--- src/rtl/serial_full_subtractor.sv ---
`default_nettype none
// ============================================================================
// serial_full_subtractor : bit-serial a - b - bin, LSB first, one cell/clock
// Revision: 1.0
// ============================================================================
module serial_full_subtractor #(
  parameter int WIDTH = 8
) (
  input  logic             clk,
  input  logic             rst,
  input  logic             start,
  input  logic [WIDTH-1:0] a,
  input  logic [WIDTH-1:0] b,
  input  logic             bin,
  input  logic             enable,
  output logic             busy,
  output logic             done,
  output logic [WIDTH-1:0] diff,
  output logic             bout
);

  localparam int CW = $clog2(WIDTH + 1);
  localparam logic [CW-1:0] c_last = CW'(WIDTH - 1);

  localparam logic [1:0] S_IDLE = 2'd0;
  localparam logic [1:0] S_RUN  = 2'd1;
  localparam logic [1:0] S_DONE = 2'd2;

  logic [1:0]       r_state;
  logic [WIDTH-1:0] r_a;
  logic [WIDTH-1:0] r_b;
  logic [WIDTH-1:0] r_res;
  logic             r_br;
  logic [CW-1:0]    r_cnt;
  logic [WIDTH-1:0] r_diff;
  logic             r_bout;

  logic             w_d;
  logic             w_br_next;
  logic [WIDTH-1:0] w_res_next;

  // Single full-subtractor cell on the operand LSBs
  assign w_d        = r_a[0] ^ r_b[0] ^ r_br;
  assign w_br_next  = (~r_a[0] & r_b[0]) | (~(r_a[0] ^ r_b[0]) & r_br);
  assign w_res_next = (r_res >> 1) | (WIDTH'(w_d) << (WIDTH - 1));

  always_ff @(posedge clk or posedge rst) begin
    if (rst) begin
      r_state <= S_IDLE;
      r_a     <= '0;
      r_b     <= '0;
      r_res   <= '0;
      r_br    <= 1'b0;
      r_cnt   <= '0;
      r_diff  <= '0;
      r_bout  <= 1'b0;
    end else begin
      case (r_state)
        S_IDLE: begin
          if (start && !enable) begin
            r_a     <= a;
            r_b     <= b;
            r_br    <= bin;
            r_cnt   <= '0;
            r_state <= S_RUN;
          end
        end
        S_RUN: begin
          // enable is active-low; a high level freezes everything
          if (!enable) begin
            r_a   <= r_a >> 1;
            r_b   <= r_b >> 1;
            r_res <= w_res_next;
            r_br  <= w_br_next;
            r_cnt <= r_cnt + CW'(1);
            if (r_cnt == c_last) begin
              r_state <= S_DONE;
              r_diff  <= w_res_next;
              r_bout  <= w_br_next;
            end
          end
        end
        S_DONE:  r_state <= S_IDLE;
        default: r_state <= S_IDLE;
      endcase
    end
  end

  assign busy = (r_state == S_RUN);
  assign done = (r_state == S_DONE);
  assign diff = r_diff;
  assign bout = r_bout;

endmodule
`default_nettype wire
--- config.mk ---
export PLATFORM = sky130hd
export DESIGN_NAME = serial_full_subtractor
export DESIGN_NICKNAME = d
export VERILOG_FILES = /design/src/rtl/serial_full_subtractor.sv
export SDC_FILE = /design/constraint.sdc
export NUM_CORES = 1
export LEC_CHECK = 0
export BUFFER_PORTS_ARGS = -buffer_cell sky130_fd_sc_hd__buf_2
export CAP_MARGIN = 30
export CORE_AREA = 2 2 78 80
export DETAILED_ROUTE_END_ITERATION = 8
export DIE_AREA = 0 0 80 82
export GPL_TIMING_DRIVEN = 0
export PLACE_DENSITY = 0.54
export SETUP_SLACK_MARGIN = 0.3
export SYNTH_ARGS = -nofsm -noshare
export SYNTH_HDL_FRONTEND = slang
export SYNTH_SLANG_ARGS = --single-unit
--- constraint.sdc ---
create_clock -name clk -period 1.5 [get_ports clk]
set_input_delay 0.225 -clock clk [delete_from_list [all_inputs] [get_ports clk]]
set_output_delay 0.225 -clock clk [all_outputs]
set_load 0.01 [all_outputs]
==> flow_summary.yaml <==
final_layout:
  drive_gt1_share_pct: 57.0
  fin_nets: 229
  n_antenna_cell: 0
  area_growth_pct: 48.6
  fin_area_um2: 2640
  instances_no_fill: 282
  fillers: 547
worst_setup_path:
  max_stage_delay_ns: 0.41
  path_delay_family: "flip-flops"
  worst-path-buf-inv: 2
  endpoint_kind: "flop"
  cp_cell_sequence: "nand2b_4 -> buf_12 -> or2_1 -> buf_6 -> mux2_4"
  crit_path_start_kind: "flop"
  cp.arrival_ns: 1.67
  critical_path.slowest_cell: "dfrtp_1"
  worst-path-max-fanout: 9
  crit_type: "flop to flop"
  required_ns: 1.68
clock_tree:
  clk_latency_ns: 0.29
  clk_transition_reported_paths_ns: 0.07
  numCtsBuffers: 5
  root_buffer: "clkbuf_8"
  clockBufferDepth: 2
  cts_tree: "built"
  cts_sinks: 39
  htree_num_levels: 2
  cts_hold_buf: 0
route:
  drt_first_iter_violations: 49
  wl_per_cell_um: 13.9
  drc: 0
  firstDrtPassIters: 4
  via_per_inst: 4.65
  ant_nets: 0
  routed_wl_um: 3930
  via_count: 1312
synth:
  syn_nets: 168
  ys.flop_type: "dfrtp_1"
  synth_mux_area_share_pct: 19.7
  ys_types: 29
  yosysMostFrequentCell: "dfrtp_1"
  synth-simple-area-share_pct: 6.90
  synthXorXnorAreaFrac_pct: 0
  ys_seq_area_share_pct: 54.9
  synth-compound-area-share_pct: 12.5
  yosysTopAreaCellShare_pct: 54.9
  synth_commonest_cells: "dfrtp_1, o21ai_0, mux2i_1, mux2_2, mux2_4"
  postSynthAreaPerCell_um2: 12.3
  async_flop_share_pct: 100
  netlist_area_um2: 1780
  yosysTopAreaCell: "dfrtp_1"
  synthTopCellsByArea: "dfrtp_1, o21ai_0, mux2i_1"
  synthCells: 145
  synth_edf_count: 0
  synth_top_family_by_area: "multiplexers"
  yosys.area_share.adder_pct: 1.83
  ys_ff_latch: 39
  yosysWarnings: 0
floorplanning:
  std_cell_rows: 28
  ios: 32
  die_x_um: 80
  core_region_area_um2: 5750
  die_h_um: 82
  start_util_pct: 30.9
  design.die.area_um2: 6560
power_and_ir_drop:
  swShare_pct: 32.4
  total_power_uw: 5080
  pwr-share-seq_pct: 35.7
  ir_worst_vdd_uv: 674
  p_int_uw: 3440
  p_clk_share_pct: 15.4
  pwr_density_cell_nw_per_um2: 1920
  combPwrFrac_pct: 48.9
  power.switching_uw: 1640
  leakage_uw: 0.00125
place:
  dp_hpwl_um: 2250
  portBuffers: 31
  dpl-instance-area_um2: 2040
  dp.cells: 251
  gp_congestion: 0.674
timing:
  max_freq_ghz: 0.670
  hold_ws_ns: 0.101
  fin_crit_sh_pct: 99.5
  hold_viol_final: 0
  tightest_slew_ns: 0.844
  fin_skew_ns: 0.00560
  rsz0062_at_grt: "true"
  finalSetupViolations: 0
  slew_headroom_pct: 43.6
  fin_crit_ns: 1.49
  maxSlewViolCount: 0
global_route:
  grt_pass1_wl_um: 6510
  grt_max_degree: 40
  track_usage_pct: 13.2
  grt-ovfl-total: 0
  grt_pass1_vias: 1327
  antenna_found_initial: 0
worst_hold_path:
  hp-class: "primary input to asynchronous set/reset pin"
run:
  drv_cap: 0
status:
  status: "complete, no violations"
==> kinds of logic (layout without fill, tap and decap cells) <==
kind of cell,Yosys count,count (layout)
AOI/OAI and AO/OA,42,42
buffers and inverters,14,76
adders and majority gates,2,2
muxes,30,30
and+or+nand+nor,18,18
DFF,39,39
==> worst paths after layout <==
check                      cells past startpoint  slack, ns       start         end
max                                            5      0.008  r_state[1]     diff[5]
min                                            2       0.10         rst     diff[6]
max reg2reg                                    5      0.008  r_state[1]     diff[5]
min reg2reg                                    2       0.48      r_b[7]      r_b[7]
max in group asynchronous                      2       0.82         rst  r_state[0]
min in group clk                               3       0.19        b[7]      r_b[7]
==> power by group through the flow <==
stage	clock network, uW	logic [uW]	registers [uW]
6_report	780	2490	1810
5_1_grt	844	2700	1880
4_1_cts	804	2070	1810
3_5_place_dp	0	1470	1800
3_3_place_gp	0	1440	1800
2_1_floorplan	0	1090	1790
==> metal layers <==
| layer | vias up | share of wire, % | track usage, % |
|---|---|---|---|
| li1 | 641 | - | - |
| met4 | 0 | 0.99 | 4.58 |
| met2 | 35 | 47 | 20.4 |
| met1 | 631 | 48 | 18.1 |
| met5 | - | 0 | 0 |
| met3 | 5 | 4.5 | 3.30 |
==> what timing repair did <==
action	CTS	global route
endpoints found under the setup margin	40	41
resized for setup	68	44
gates cloned	3	1
setup buffers	15	4
hold endpoints to repair	0	0
pin swaps	12	9
==> cells in the final DEF (no fill, tap or decap), types with 2 or more instances in the layout <==
| master | instances |
|---|---|
| nand3b_1 | 2 |
| o21ai_0 | 4 |
| mux2_4 | 16 |
| buf_2 | 29 |
| inv_1 | 3 |
| mux2i_1 | 13 |
| o21ai_1 | 17 |
| buf_12 | 4 |
| nand2b_1 | 2 |
| nor2_1 | 2 |
| buf_4 | 14 |
| nor2_4 | 2 |
| or2_4 | 2 |
| clkbuf_16 | 2 |
| buf_8 | 3 |
| buf_6 | 8 |
| dfrtp_1 | 38 |
| o21ai_2 | 16 |
| clkbuf_8 | 9 |
==> through the flow <==
stage / utilization (%) / worst slack [ns] / TNS, ns
after floorplan: - / 0.0523 / 0
after global placement: 35.5 / -0.310 / -11.35
after detailed placement: 35.5 / -0.269 / -3.83
after CTS: 43.2 / 0.0159 / 0
after global routing: 45.9 / -0.0482 / -0.332
final: 45.9 / 0.00814 / 0
==> state kept, by name, indices dropped and copies added (netlist names) <==
signal,flops
diff,8
r_a,8
r_b,8
r_res,7
r_cnt,4
r_state,2
bout,1
r_br,1
==> worst reg2reg max path, delay by kind of cell, from the launching register on <==
| kind | cells | cell delay [ns] |
|---|---|---|
| buffers and inverters | 2 | 0.28 |
| flip-flops | 1 | 0.41 |
| multiplexers | 1 | 0.30 |
| AND/OR/NAND/NOR | 2 | 0.39 |
==> area by class of cell <==
class | count | area [um^2] | share of cell area, %
Clock buffer | 8 | 100 | 3.79
Tap cell | 75 | 93.8 | 3.55
Multi-Input combinational cell | 92 | 895 | 33.9
Sequential cell | 39 | 977 | 37.0
Inverter | 5 | 23.8 | 0.900
Buffer | 9 | 139 | 5.26
Timing Repair Buffer | 54 | 412 | 15.6
Power figures use the tool's default switching activity.
